## src/rtl/board_io_if.sv

```systemverilog
// Board I/O bundle between the SoC GPIO side and the board I/O conditioner.
// master = SoC/board driver, slave = conditioner.
interface board_io_if #(
    parameter int NUM_BTN  = 1,
    parameter int NUM_LED  = 2,
    parameter int PWM_BITS = 8
);
    logic [NUM_BTN-1:0]          btn_pad;
    logic [NUM_BTN-1:0]          btn_clr;
    logic [NUM_BTN-1:0]          btn_level;
    logic [NUM_BTN-1:0]          btn_press;
    logic [NUM_BTN-1:0]          btn_sticky;
    logic [NUM_BTN-1:0]          btn_long;
    logic [NUM_LED-1:0]          led_pad;
    logic [NUM_LED-1:0]          led_en;
    logic [NUM_LED*PWM_BITS-1:0] led_duty;

    modport master (
        output btn_pad, btn_clr, led_en, led_duty,
        input  btn_level, btn_press, btn_sticky, btn_long, led_pad
    );

    modport slave (
        input  btn_pad, btn_clr, led_en, led_duty,
        output btn_level, btn_press, btn_sticky, btn_long, led_pad
    );
endinterface

```

## src/rtl/board_io_conditioner.sv

```systemverilog
// Button sync/debounce/press/sticky and per-LED PWM dimming for the board pads.
// Optional long-press detector enabled by defining BOARD_IO_LONGPRESS_EN.
module board_io_conditioner #(
    parameter int NUM_BTN          = 1,
    parameter int NUM_LED          = 2,
    parameter int DEBOUNCE_CYCLES  = 120000,
    parameter int PWM_BITS         = 8,
    parameter int PWM_PRESCALE     = 47,
    parameter int BTN_ACTIVE_LOW   = 1,
    parameter int LED_ACTIVE_LOW   = 0,
    parameter int LONGPRESS_CYCLES = 12000000
) (
    input logic       io_mainClk,
    input logic       io_asyncReset_n,
    board_io_if.slave io
);
    localparam int DW = $clog2(DEBOUNCE_CYCLES);
    localparam int PW = (PWM_PRESCALE > 0) ? $clog2(PWM_PRESCALE + 1) : 1;
    localparam logic [DW-1:0] DMAX = DW'(DEBOUNCE_CYCLES - 1);
    localparam logic [PW-1:0] PMAX = PW'(PWM_PRESCALE);
    localparam logic [NUM_BTN-1:0] BTN_IDLE = (BTN_ACTIVE_LOW != 0) ? '1 : '0;
    localparam logic [NUM_LED-1:0] LED_OFF = (LED_ACTIVE_LOW != 0) ? '1 : '0;

    if (NUM_BTN < 1 || NUM_BTN > 8 || NUM_LED < 1 || NUM_LED > 8 ||
        DEBOUNCE_CYCLES < 2 || LONGPRESS_CYCLES < 2) begin : g_bad_cfg
        $error("board_io_conditioner: parameter out of range");
    end

    logic [NUM_BTN-1:0] s1_q, s2_q, sync;
    logic [NUM_BTN-1:0] stable_q, stable_d, prev_q;
    logic [NUM_BTN-1:0] press_q, press_d, sticky_q, sticky_d;
    logic [DW-1:0]      dcnt_q [NUM_BTN];
    logic [DW-1:0]      dcnt_d [NUM_BTN];

    logic [PW-1:0]       pre_q, pre_d;
    logic                tick, wrap;
    logic [PWM_BITS-1:0] pcnt_q, pcnt_d;
    logic [PWM_BITS-1:0] shadow_q [NUM_LED];
    logic [PWM_BITS-1:0] shadow_d [NUM_LED];
    logic [NUM_LED-1:0]  lit, led_q;

    always_comb begin
        sync     = (BTN_ACTIVE_LOW != 0) ? ~s2_q : s2_q;
        stable_d = stable_q;
        for (int i = 0; i < NUM_BTN; i++) begin
            dcnt_d[i] = '0;
            if (sync[i] != stable_q[i]) begin
                if (dcnt_q[i] == DMAX) stable_d[i] = ~stable_q[i];
                else                   dcnt_d[i] = dcnt_q[i] + 1'b1;
            end
        end
        press_d  = stable_q & ~prev_q;
        // A press visible now or about to be visible wins over a clear.
        sticky_d = press_d | press_q | (sticky_q & ~io.btn_clr);
    end

    always_comb begin
        tick   = (pre_q == PMAX);
        pre_d  = tick ? '0 : pre_q + 1'b1;
        wrap   = tick && (pcnt_q == '1);
        pcnt_d = tick ? pcnt_q + 1'b1 : pcnt_q;
        for (int i = 0; i < NUM_LED; i++) begin
            shadow_d[i] = wrap ? io.led_duty[i*PWM_BITS +: PWM_BITS]
                               : shadow_q[i];
            lit[i] = io.led_en[i] &&
                     ((shadow_q[i] == '1) || (pcnt_q < shadow_q[i]));
        end
    end

    always_ff @(posedge io_mainClk or negedge io_asyncReset_n) begin
        if (!io_asyncReset_n) begin
            s1_q     <= BTN_IDLE;
            s2_q     <= BTN_IDLE;
            stable_q <= '0;
            prev_q   <= '0;
            press_q  <= '0;
            sticky_q <= '0;
            for (int i = 0; i < NUM_BTN; i++) dcnt_q[i] <= '0;
            pre_q    <= '0;
            pcnt_q   <= '0;
            for (int i = 0; i < NUM_LED; i++) shadow_q[i] <= '0;
            led_q    <= LED_OFF;
        end else begin
            s1_q     <= io.btn_pad;
            s2_q     <= s1_q;
            stable_q <= stable_d;
            prev_q   <= stable_q;
            press_q  <= press_d;
            sticky_q <= sticky_d;
            for (int i = 0; i < NUM_BTN; i++) dcnt_q[i] <= dcnt_d[i];
            pre_q    <= pre_d;
            pcnt_q   <= pcnt_d;
            for (int i = 0; i < NUM_LED; i++) shadow_q[i] <= shadow_d[i];
            led_q    <= lit ^ LED_OFF;
        end
    end

    assign io.btn_level  = stable_q;
    assign io.btn_press  = press_q;
    assign io.btn_sticky = sticky_q;
    assign io.led_pad    = led_q;

`ifdef BOARD_IO_LONGPRESS_EN
    localparam int LW = $clog2(LONGPRESS_CYCLES);
    localparam logic [LW-1:0] LMAX = LW'(LONGPRESS_CYCLES - 1);

    logic [LW-1:0]      lp_q [NUM_BTN];
    logic [LW-1:0]      lp_d [NUM_BTN];
    logic [NUM_BTN-1:0] done_q, done_d, long_q, long_d;

    // Counter parks at LMAX; done flag limits it to one pulse per press.
    always_comb begin
        for (int i = 0; i < NUM_BTN; i++) begin
            lp_d[i]   = lp_q[i];
            done_d[i] = done_q[i];
            long_d[i] = 1'b0;
            if (!stable_q[i]) begin
                lp_d[i]   = '0;
                done_d[i] = 1'b0;
            end else if (lp_q[i] == LMAX) begin
                long_d[i] = ~done_q[i];
                done_d[i] = 1'b1;
            end else begin
                lp_d[i] = lp_q[i] + 1'b1;
            end
        end
    end

    always_ff @(posedge io_mainClk or negedge io_asyncReset_n) begin
        if (!io_asyncReset_n) begin
            for (int i = 0; i < NUM_BTN; i++) lp_q[i] <= '0;
            done_q <= '0;
            long_q <= '0;
        end else begin
            for (int i = 0; i < NUM_BTN; i++) lp_q[i] <= lp_d[i];
            done_q <= done_d;
            long_q <= long_d;
        end
    end

    assign io.btn_long = long_q;
`else
    assign io.btn_long = '0;
`endif
endmodule

```

## src/flat_wrapper.sv

```systemverilog
// flat-port wrapper written by rule: the top's interface ports become plain ports
module board_io_conditioner_flat 
#(
    parameter int NUM_BTN          = 1,
    parameter int NUM_LED          = 2,
    parameter int DEBOUNCE_CYCLES  = 120000,
    parameter int PWM_BITS         = 8,
    parameter int PWM_PRESCALE     = 47,
    parameter int BTN_ACTIVE_LOW   = 1,
    parameter int LED_ACTIVE_LOW   = 0,
    parameter int LONGPRESS_CYCLES = 12000000
)
  (io_mainClk, io_asyncReset_n, io_btn_pad, io_btn_clr, io_led_en, io_led_duty, io_btn_level, io_btn_press, io_btn_sticky, io_btn_long, io_led_pad);
  board_io_if #(.NUM_BTN(NUM_BTN), .NUM_LED(NUM_LED), .PWM_BITS(PWM_BITS)) io_i ();
  input logic io_mainClk;
  input logic io_asyncReset_n;
  input wire logic [$bits(io_i.btn_pad)-1:0] io_btn_pad;
  input wire logic [$bits(io_i.btn_clr)-1:0] io_btn_clr;
  input wire logic [$bits(io_i.led_en)-1:0] io_led_en;
  input wire logic [$bits(io_i.led_duty)-1:0] io_led_duty;
  output wire logic [$bits(io_i.btn_level)-1:0] io_btn_level;
  output wire logic [$bits(io_i.btn_press)-1:0] io_btn_press;
  output wire logic [$bits(io_i.btn_sticky)-1:0] io_btn_sticky;
  output wire logic [$bits(io_i.btn_long)-1:0] io_btn_long;
  output wire logic [$bits(io_i.led_pad)-1:0] io_led_pad;
  assign io_i.btn_pad = io_btn_pad;
  assign io_i.btn_clr = io_btn_clr;
  assign io_i.led_en = io_led_en;
  assign io_i.led_duty = io_led_duty;
  assign io_btn_level = io_i.btn_level;
  assign io_btn_press = io_i.btn_press;
  assign io_btn_sticky = io_i.btn_sticky;
  assign io_btn_long = io_i.btn_long;
  assign io_led_pad = io_i.led_pad;
  board_io_conditioner #(.NUM_BTN(NUM_BTN), .NUM_LED(NUM_LED), .DEBOUNCE_CYCLES(DEBOUNCE_CYCLES), .PWM_BITS(PWM_BITS), .PWM_PRESCALE(PWM_PRESCALE), .BTN_ACTIVE_LOW(BTN_ACTIVE_LOW), .LED_ACTIVE_LOW(LED_ACTIVE_LOW), .LONGPRESS_CYCLES(LONGPRESS_CYCLES)) u_core (.io_mainClk(io_mainClk), .io_asyncReset_n(io_asyncReset_n), .io(io_i));
endmodule
```

## config.mk

```make
export PLATFORM = sky130hd
export DESIGN_NAME = board_io_conditioner_flat
export DESIGN_NICKNAME = d
export VERILOG_FILES = /design/src/rtl/board_io_if.sv /design/src/rtl/board_io_conditioner.sv /design/src/flat_wrapper.sv
export SDC_FILE = /design/constraint.sdc
export NUM_CORES = 1
export LEC_CHECK = 0
export BUFFER_PORTS_ARGS = -buffer_cell sky130_fd_sc_hd__buf_2
export CAP_MARGIN = 5
export CORE_ASPECT_RATIO = 1.4
export CORE_MARGIN = 1.5
export CORE_UTILIZATION = 30
export DETAILED_ROUTE_END_ITERATION = 16
export GPL_TIMING_DRIVEN = 0
export PLACE_DENSITY_LB_ADDON = 0.12
export SYNTH_ARGS = -nofsm -noshare
export SYNTH_HDL_FRONTEND = slang
export SYNTH_SLANG_ARGS = --single-unit
```

## constraint.sdc

```tcl
create_clock -name io_mainClk -period 1.7 [get_ports io_mainClk]
set_input_delay 0.34 -clock io_mainClk [delete_from_list [all_inputs] [get_ports io_mainClk]]
set_output_delay 0.34 -clock io_mainClk [all_outputs]
set_load 0.05 [all_outputs]
```

* Yosys cells after proc, flatten, opt, wreduce, memory -nomap -nowiden
Index checks and enable logic that the tools add are counted.
Operators by class: muxes and demuxes 3, shift operators 0, reductions and logical operators 6, eq/ne operators 6, multiply operators 0, bitwise gates (word level) 8, order comparisons 2, divide/modulo/power cells 0, add/subtract/negate cells 3
Operator list (number):
- 2-to-1 mux 17 bit | 2
- equality test 8 bit (second input constant) | 3
- adder 17 x 1 -> 17 bit (second input constant) | 1
- equality test 17 bit (second input constant) | 1
- < comparator 8 bit | 2
- adder 8 x 1 -> 8 bit (second input constant) | 1
- adder 6 x 1 -> 6 bit (second input constant) | 1
- equality test 6 bit (second input constant) | 1
- 2-to-1 mux 6 bit | 1
- NOT 1 bit | 4
- logical AND 1 bit | 3
- AND 1 bit | 2
- logical OR 1 bit | 2
- bitwise OR 1 bit | 2
- AND reduction 2 bit | 1
- inequality test 1 bit | 1
Storage, ports and cells: word-level logic and storage cells 40, input port bits 22, memories kept 0, bits in registers 55, latch bits 0, bits in read-only memories 0, output and inout bits 6, RAM bits 0

* Longest topological paths before layout
Gate-level depths: netlist (run 1).
word-level depth 4, mapped depth 6, gate-level depth less buffers 6

* Least setup slack after synthesis (run 1)
OpenSTA, ideal clock, no wires.
kind reg2reg, start register u_core.pre_q[0], end register u_core.shadow_q[0] (netlist bit), setup time 0.125 ns, period minus slack after synthesis 1.879 ns, arrival 1.753 ns, data required time 1.575 ns, buffers on the path 1, setup slack -0.179 ns, stages on the path, launching flop included 7, cells stage by stage dfrtp_1 ha_1 nand3_2 nor3b_4 nand3_4 buf_6 mux2_4
On the way: word-level cells in the longest chain between the ends 2
Ends and longest elaborated chain:
- start: declaration | line board_io_conditioner.sv:35 | logic [PW-1:0] pre_q, pre_d;
- start signal: assignment | line board_io_conditioner.sv:91 | pre_q <= pre_d;
- equality test 6 bit | line board_io_conditioner.sv:58 | tick = (pre_q == PMAX);
- logical AND 1 bit | line board_io_conditioner.sv:60 | wrap = tick && (pcnt_q == '1);
- end: declaration | line board_io_conditioner.sv:38 | logic [PWM_BITS-1:0] shadow_q [NUM_LED];
Every way passes these cells. A chain may end at the register's enable or synchronous reset.

==> summary.md, run 1 <==
| Metric | Value |
|---|---|
| Register area share after synthesis | between 40% and 50% |
| TNS Setup | -0.0214 ns |
| Tmin final | around 1.7 ns |
| Synth async-reset ratio | between 90% and 100% |
| DRC | 0 |
| Most used DFF post-synth | dfrtp_1 |
| Antenna violations before repair | 0 |
| Antenna Nets Post-Route | 0 |
| Slew HR | 52.4% |
| Flops & latches, synth | 55 |
| IO Port Bufs | 26 |
| Fin nets | 339 |
| Clk slew on worst S/H paths | 0.07 ns |
| P_sw | around 600 uW |
| H-tree levels | 2 |
| PD cells | roughly 750 mW/mm^2 |
| Num rows | 41 |
| Largest net degree at the start of global routing | 56 |
| Die Span Y | roughly 120 um |
| Core area | 0.00898 mm^2 |
| Worst slew pin tran | 0.715 ns |
| Vias in the first global route | 1915 |
| Die X | approximately 84 um |
| Placed Area | about 0.003 mm^2 |
| Max-Cap Viols | 0 |
| Post-synth EDFFs | 0 |
| Crit path capture type | flop |
| Reg power frac | 52.4% |
| Post-route clock period utilization | 101% |
| Critical-path maximum fanout | 5 |
| Unrepaired setup endpoints after global routing | true |
| Kind of critical path | reg2reg |
| GRT overflow | 0 |
| Hold crit path type | in2async |
| Number of warnings issued by yosys | 0 |
| Setup violations, final | 3 |
| Failing checks | setup timing |
| Initial DRC count | 66 |
| Placer Congestion | 0.752 |
| Vias per cell | 4.76 |
| Hold_buf cts | 0 |
| Most common cell after layout, fill and taps aside | dfrtp_1 |
| Routed WL per cell | 13.7 um |
| Die area | 0.00979 mm^2 |
| Placed Cells | 381 |
| Total number of vias | around 1900 |
| Antenna cells | 0 |
| Starting Density | 30.7% |
| Critical path startpoint category | flop |
| Worst R2R Path Depth | 5 |
| Final Skew | 0.0121 ns |
| Pint | 2010 uW |
| Switch share | a little under a quarter |
| Detailed Route WL | 5.57 mm |
| Final Hold Viols | 0 |
| Hpwl dp | 3.71 mm |
| Synthesized cell area | 0.00276 mm^2 |
| I/O pins | 28 |
| Top cell type by total area after synthesis | dfrtp_1 |
| Layout cell share with drive strength beyond 1 | 34.2% |
| Post-synth top area share | 48.1% |
| First-pass GRT wire length | 9.36 mm |
| Post-route setup slack | -0.00964 ns |
| Fmax | 585 MHz |
| Maximum vdd drop | 0.346 mV |
| Area contributors post-synth | dfrtp_1, ha_1, mux2_4, xnor2_1, nor2_1 |
| Count of clock tree sinks | 55 |
| Clock buffer depth | 2 |
| Post-layout instance area | roughly 0.0035 mm^2 |
| Post-route insts no fill | 408 |
| Gate count of the mapped netlist | 248 |
| Clock root buffer | clkbuf_16 |
| CTS buffer count | 5 |
| Leak Pwr | 0.00163 uW |
| Slew Limit Fails | 0 |
| Clock network power share | between 40% and 50% |
| Worst EP arrival | 1.89 ns |
| Post-Syn Nets | 287 |
| Status | complete, but fails checks |
| First drt pass iteration count | 4 |
| CTS tree | yes |
| Area delta synth->final | 26.2% |
| Yosys cell types | between 40 and 50 |
| Commonest cells after routing, fill and taps aside | dfrtp_1, buf_2, inv_1, buf_4 |
| Worst skew pair latency | slightly below 0.3 ns |
| Avg Synthesized Cell Area | about 11 um^2 |
| Critical Path RT | 1.88 ns |
| Gate power share | 6.6% |
| Total Routing Usage GR | 12.2% |
-- stage by stage --
step	hold WS, ns	worst slack, ns	power, uW	util, %
after floorplan	0.0444	-0.0942	1470	-
after global placement	0.345	-0.308	1540	34.0
after detailed placement	0.349	-0.316	1540	34.0
after CTS	0.133	-0.0216	2640	36.9
after global routing	0.128	-0.0814	2710	38.8
final	0.0943	-0.00964	2610	38.8
-- layer usage --
layer  global-route usage (%)  part of all wire (%)  vias up
li1                         -                     -      965
met4                     4.59                   1.6        0
met3                     1.91                   1.6        7
met2                     23.5                    54       13
met5                        0                     0        -
met1                     13.4                    43      956
-- critical path, stage by stage, from the launching register on --
cell and delay [ns]:
dfrtp_1 0.41, or4bb_1 0.53, nor3_4 0.24, a31o_4 0.23, clkbuf_16 0.16, nor2_2 0.04
-- cells by family after synthesis --
group                      Yosys count  share of synthesized area [%]
muxes                               18                           8.66
other                                1                          0.136
buffers and inverters               26                           4.08
adders and majority gates           17                           7.71
and+or+nand+nor                     85                           16.8
AOI/OAI and AO/OA                   24                           5.71
xor gates and xnor gates            22                           6.98
DFF                                 55                           50.0
-- power by group through the flow --
stage                     sequential (uW)  combinational (uW)  clock [uW]
after floorplan                      1390                74.7           0
after global placement               1390                 150           0
after detailed placement             1390                 152           0
after CTS                            1360                 162        1120
after global routing                 1370                 193        1150
final                                1370                 171        1070
-- sequential cells by signal, indices dropped and copies added (netlist names) --
signal and cells:
u_core.dcnt_q 17, u_core.io.btn_level 1, u_core.io.btn_press 1, u_core.io.btn_sticky 1
u_core.io.led_pad 2, u_core.pcnt_q 8, u_core.pre_q 6, u_core.prev_q 1
u_core.s1_q 1, u_core.s2_q 1, u_core.shadow_q 16
-- cells in the mapped netlist, types with 2 or more instances --
cell type  count
dfrtp_1       53
nor2_1        25
inv_1         23
ha_1          17
nand2_1       16
xnor2_1       16
mux2_4        10
nand4_1       10
nor3_1         8
a21oi_1        7
mux2_2         7
nand3_1        7
o21ai_0        6
xor2_1         6
or2_2          3
or4_1          3
and3_1         2
buf_4          2
dfstp_2        2
o2111ai_1      2
o31ai_1        2
-- final timing paths --
check / start / to / slack, ns
setup / recovery: u_core.dcnt_q[13]$_DFF_PN0_ / u_core.dcnt_q[10]$_DFF_PN0_ / -0.01
hold / removal: io_asyncReset_n / u_core.shadow_q[2]$_DFFE_PN0P_ / 0.09
setup reg to reg: u_core.dcnt_q[13]$_DFF_PN0_ / u_core.dcnt_q[10]$_DFF_PN0_ / -0.01
hold reg to reg: u_core.s1_q$_DFF_PN1_ / u_core.s2_q$_DFF_PN1_ / 0.36
max in group asynchronous: io_asyncReset_n / u_core.pre_q[0]$_DFF_PN0_ / 1.08
min in group io_mainClk: io_btn_pad / u_core.s1_q$_DFF_PN1_ / 0.14
-- repair_timing --
item,4_1_cts,5_1_grt
pin swaps,7,11
gates resized for setup,7,21
hold endpoints to repair,0,0
setup buffers,10,7
cloned,0,2
setup endpoints to repair,31,33
-- final cells by class --
cell class                      count  area [um^2]
Inverter                           23         86.3
Clock buffer                        6          139
Fill cell                         901         5500
Clock inverter                      2         13.8
Buffer                              3         42.5
Tap cell                          107          134
Sequential cell                    55         1380
Timing Repair Buffer               45          318
Multi-Input combinational cell    167         1370
Power figures use the tool's default switching activity.
==> run 2, diff against run 1 <==
CORE_UTILIZATION = 45   (was 30)
==> summary.md, run 2 (synthesized netlist as in run 1, its figures left out) <==
| Metric | Value |
|---|---|
| Status | complete, but fails checks |
| Failing checks | hold timing, setup timing |
| Clock buffer depth | 2 |
| Cell breakdown of the critical path | or4b_4 > nor3_4 > a31o_4 > buf_6 > nor2_2 |
| Num rows | 33 |
| Die area | 0.00662 mm^2 |
| Worst EP arrival | 1.90 ns |
| Post-route insts no fill | 371 |
| Hold crit path type | in2async |
| IO Port Bufs | 26 |
| Fin nets | 339 |
| Commonest cells after routing, fill and taps aside | dfrtp_1, buf_2, inv_1, nor2_1, buf_4 |
| Crit path capture type | flop |
| Tmin final | 1.71 ns |
| Count of clock tree sinks | 55 |
| Antenna Nets Post-Route | 0 |
| Placer Congestion | 0.745 |
| Top reg by flops | u_core.dcnt_q |
| Antenna cells | 0 |
| Post-route clock period utilization | 101% |
| Critical Path RT | 1.89 ns |
| H-tree levels | 2 |
| Die X | 69.2 um |
| CTS tree | yes |
| Antenna violations before repair | 0 |
| Routed WL per cell | 14.1 um |
| Critical-path maximum fanout | 5 |
| Max incr delay on CP | about 0.56 ns |
| Slew Limit Fails | 0 |
| Hold slack final | -0.0193 ns |
| First drt pass iteration count | 4 |
| Post-layout instance area | about 0.0033 mm^2 |
| Total Routing Usage GR | around 17% |
| Setup violations, final | 9 |
| First-pass GRT wire length | ~8.7 mm |
| Core area | 0.00590 mm^2 |
| Placed Cells | 344 |
| Hpwl dp | 3.61 mm |
| Initial DRC count | 79 |
| DRC | 0 |
| Final Skew | 0.00931 ns |
| Largest net degree at the start of global routing | 56 |
| Top Registers | u_core.dcnt_q: 17 flops, u_core.shadow_q: 16 flops, u_core.pcnt_q: 8 flops |
| Most common cell after layout, fill and taps aside | dfrtp_1 |
| Leak Pwr | between 0.0015 and 0.002 uW |
| Critical path startpoint category | flop |
| Fmax | between 500 and 600 MHz |
| Tot Pwr | 2270 uW |
| Slowest stage cell, crit path | or4b_4 |
| GRT overflow | 0 |
| Maximum vdd drop | 0.400 mV |
| Clock root buffer | clkbuf_8 |
| Detailed Route WL | about 5.2 mm |
| Fill count | around 550 |
| Vias per cell | 5.28 |
| CTS buffer count | 5 |
| Placed Area | 0.00301 mm^2 |
| I/O pins | 28 |
| Largest register FFs | 17 |
| Vias in the first global route | 1933 |
| Clk slew on worst S/H paths | 0.09 ns |
| Area delta synth->final | 20.9% |
| Worst skew pair latency | 0.30 ns |
| Post-route setup slack | -0.00917 ns |
| Unrepaired setup endpoints after global routing | true |
| Kind of critical path | reg2reg |
| Total number of vias | 1958 |
| Max-Cap Viols | 0 |
| Starting Density | 46.7% |
| Final Hold Viols | 19 |
| Die Span Y | 95.7 um |
| PD cells | about 680 mW/mm^2 |
| Layout cell share with drive strength beyond 1 | 32.6% |
-- run 2: worst paths after layout --
path | from | to | slack, ns | depth (start not counted)
max | u_core.dcnt_q[9]$_DFF_PN0_ | u_core.dcnt_q[9]$_DFF_PN0_ | -0.009 | 5
min | io_asyncReset_n | u_core.dcnt_q[13]$_DFF_PN0_ | -0.02 | 1
max reg2reg | u_core.dcnt_q[9]$_DFF_PN0_ | u_core.dcnt_q[9]$_DFF_PN0_ | -0.009 | 5
min reg2reg | u_core.s1_q$_DFF_PN1_ | u_core.s2_q$_DFF_PN1_ | 0.36 | 0
max in group asynchronous | io_asyncReset_n | u_core.s1_q$_DFF_PN1_ | 1.12 | 2
min in group io_mainClk | io_btn_pad | u_core.s1_q$_DFF_PN1_ | 0.12 | 1
-- run 2: worst max-delay path, delay by kind of cell, from the launching register on --
kind,cells,cell delay [ns]
compound gates,1,0.22
simple gates,3,0.81
buf+inv,1,0.14
flops,1,0.42
-- run 2: what timing repair did --
action | 4_1_cts | 5_1_grt
endpoints found under the setup margin | 29 | 29
setup buffers | 12 | 5
pin swaps | 7 | 11
hold endpoints to repair | 0 | 0
hold buffers | 0 | 0
resized for setup | 8 | 16
cloned | 1 | 0
-- run 2: area by class of cell --
type | count | area (um^2) | area share [%]
clock inverter | 1 | 5.00 | 0.150
timing repair buffer | 45 | 293 | 8.77
multi-input combinational | 167 | 1360 | 40.7
inverter | 23 | 86.3 | 2.59
sequential | 55 | 1380 | 41.4
clock buffer | 7 | 86.3 | 2.59
tap | 70 | 87.6 | 2.62
buffer | 3 | 38.8 | 1.16
-- run 2: per-stage QoR --
stage	setup WS, ns	setup TNS [ns]	util, %
3_3_place_gp	-0.289	-4.78	51.0
5_1_grt	-0.0471	-0.887	56.5
6_report	-0.00917	-0.0354	56.5
2_1_floorplan	-0.0942	-0.942	-
3_5_place_dp	-0.292	-4.87	51.0
4_1_cts	-0.0153	-0.0641	54.7
-- run 2: power by group --
part	internal (uW)	total, uW	switching (uW)
combinational	81.0	171	90.5
clock	330	733	403
sequential	1340	1370	26.3
-- run 2: layer usage --
layer	global-route usage, %	wire [um]	up-vias
met3	2.54	88	6
met1	18.9	2170	972
met5	0	0	-
met4	7.19	76	0
met2	31.2	2910	20
li1	-	-	960
==> run 3, diff against run 2 <==
PLACE_DENSITY = 0.66   (was unset)
PLACE_DENSITY_LB_ADDON = unset   (was 0.12)
==> summary.md, run 3 (synthesized netlist as in run 1, its figures left out) <==
| Metric | Value |
|---|---|
| Status | complete, but fails checks |
| Failing checks | setup timing |
| CTS tree | yes |
| Die area | 0.00662 mm^2 |
| Final Hold Viols | 0 |
| Critical-path maximum fanout | 5 |
| Tmin final | 1.73 ns |
| Worst slew pin tran | 0.701 ns |
| Max incr delay on CP | 0.54 ns |
| Die X | 69.2 um |
| Final Skew | 0.0100 ns |
| Placer Congestion | slightly below 0.8 |
| Num rows | 33 |
| Total Routing Usage GR | 16.9% |
| Starting Density | 46.7% |
| GRT overflow | 0 |
| IO Port Bufs | 26 |
| Antenna violations before repair | 0 |
| Crit path capture type | flop |
| Top Family by Delay on Critical Path | simple AND/OR/NAND/NOR gates |
| FF-to-FF Start | u_core.dcnt_q[6]$_DFF_PN0_ |
| Placed Area | about 0.0030 mm^2 |
| Slew Limit Fails | 0 |
| Largest register FFs | 17 |
| Clock root buffer | clkbuf_8 |
| Worst R2R End | u_core.dcnt_q[14]$_DFF_PN0_ |
| First drt pass iteration count | 4 |
| Hpwl dp | 3.49 mm |
| I/O pins | 28 |
| Fin nets | 335 |
| Clock buffer depth | 2 |
| Vias in the first global route | 2005 |
| Vias per cell | 5.29 |
| Antenna cells | 0 |
| PD cells | 689 mW/mm^2 |
| Worst EP arrival | slightly below 2 ns |
| Unrepaired setup endpoints after global routing | true |
| DRC | 0 |
| Count of clock tree sinks | between 50 and 60 |
| Buf/Inv on CP | 1 |
| Max-Cap Viols | 0 |
| Antenna Nets Post-Route | 0 |
| Slew HR | 53.2% |
| Slowest stage cell, crit path | or4bb_4 |
| Area delta synth->final | 18.7% |
| Top Registers | u_core.dcnt_q: 17 flops, u_core.shadow_q: 16 flops, u_core.pcnt_q: 8 flops |
| Post-layout instance area | 0.00328 mm^2 |
| Core area | 0.00590 mm^2 |
| Post-route setup slack | -0.0346 ns |
| Critical Path RT | 1.90 ns |
| Die Span Y | 95.7 um |
| Fill count | 514 |
| Critical path startpoint category | flop |
| H-tree levels | 2 |
| Cell breakdown of the critical path | or4bb_4 > nor3_4 > a31o_4 > buf_4 > a21oi_1 |
| Layout cell share with drive strength beyond 1 | between 20% and 30% |
| Routed WL per cell | 14.0 um |
| Reg2reg setup slack | -0.03 ns |
| Leak Pwr | 0.00157 uW |
| Largest net degree at the start of global routing | 56 |
| Setup violations, final | 16 |
| Detailed Route WL | 5.13 mm |
| Util after Layout | 55.5% |
| Commonest cells after routing, fill and taps aside | dfrtp_1, buf_2, inv_1, nor2_1 |
| Worst skew pair latency | 0.31 ns |
| Total number of vias | 1943 |
| Worst R2R Path Depth | 5 |
| Initial DRC count | 91 |
| CTS buffer count | 5 |
| Post-route clock period utilization | 102% |
| Most common cell after layout, fill and taps aside | dfrtp_1 |
| Hold_buf cts | 0 |
| Hold crit path type | in2async |
| Kind of critical path | reg2reg |
| Fmax | 576 MHz |
| Maximum vdd drop | 0.482 mV |
| Clk slew on worst S/H paths | 0.11 ns |
| First-pass GRT wire length | 8.94 mm |
| Top reg by flops | u_core.dcnt_q |
## run 3: cell count changes in the layout (fill, tap and decap cells not counted), sizes merged
cell	before	now
clkinv	1	0
clkinvlp	0	2
inv	23	24
buf	48	43
clkbuf	7	6
## run 3: per-layer routing
metal,vias to the layer above,global-route usage [%],wire [um]
met5,-,0,0
met4,0,6.54,78
met3,7,2.96,104
met2,24,30.9,2750
met1,964,19.9,2190
li1,948,-,-
## run 3: power by group
group | internal (uW) | total, uW | switching (uW)
Sequential | 1340 | 1360 | 24.0
Combinational | 76.9 | 165 | 87.6
Clock | 295 | 731 | 435
## run 3: how the worst max path moves through the flow
stage / start / to / slack [ns] / cells after the start
2_1_floorplan: u_core.pre_q[0]$_DFF_PN0_ / u_core.shadow_q[0]$_DFFE_PN0P_ / -0.09 / 6
6_report: u_core.dcnt_q[6]$_DFF_PN0_ / u_core.dcnt_q[14]$_DFF_PN0_ / -0.03 / 5
4_1_cts: u_core.dcnt_q[6]$_DFF_PN0_ / u_core.dcnt_q[15]$_DFF_PN0_ / 0.002 / 4
3_3_place_gp: u_core.pre_q[0]$_DFF_PN0_ / u_core.shadow_q[12]$_DFFE_PN0P_ / -0.28 / 6
5_1_grt: u_core.dcnt_q[6]$_DFF_PN0_ / u_core.dcnt_q[16]$_DFF_PN0_ / -0.08 / 5
3_5_place_dp: u_core.pre_q[0]$_DFF_PN0_ / u_core.shadow_q[14]$_DFFE_PN0P_ / -0.29 / 6
## run 3: metrics by stage
stage / setup WS, ns / std cells / setup TNS, ns / hold slack, ns / power, uW
2_1_floorplan: -0.0942 / 248 / -0.942 / 0.0444 / 1470
3_3_place_gp: -0.279 / 344 / -4.27 / 0.345 / 1530
3_5_place_dp: -0.292 / 344 / -4.36 / 0.348 / 1540
4_1_cts: 0.00178 / 364 / 0 / 0.104 / 2290
5_1_grt: -0.0791 / 367 / -1.31 / 0.0892 / 2370
6_report: -0.0346 / 367 / -0.340 / 0.0738 / 2260
## run 3: cell type report
cell class	instances	area (um^2)	share of cell area (%)
Sequential cell	55	1380	42.2
Multi-Input combinational cell	167	1320	40.3
Timing Repair Buffer	41	263	8.02
Tap cell	70	87.6	2.67
Inverter	23	86.3	2.63
Clock buffer	5	68.8	2.10
Buffer	3	42.5	1.30
Clock inverter	3	23.8	0.725
## run 3: repair_timing
action,CTS,global route
pin swaps,4,4
gates resized for setup,5,8
setup buffers,12,2
cloned,0,1
endpoints found under the setup margin,29,31
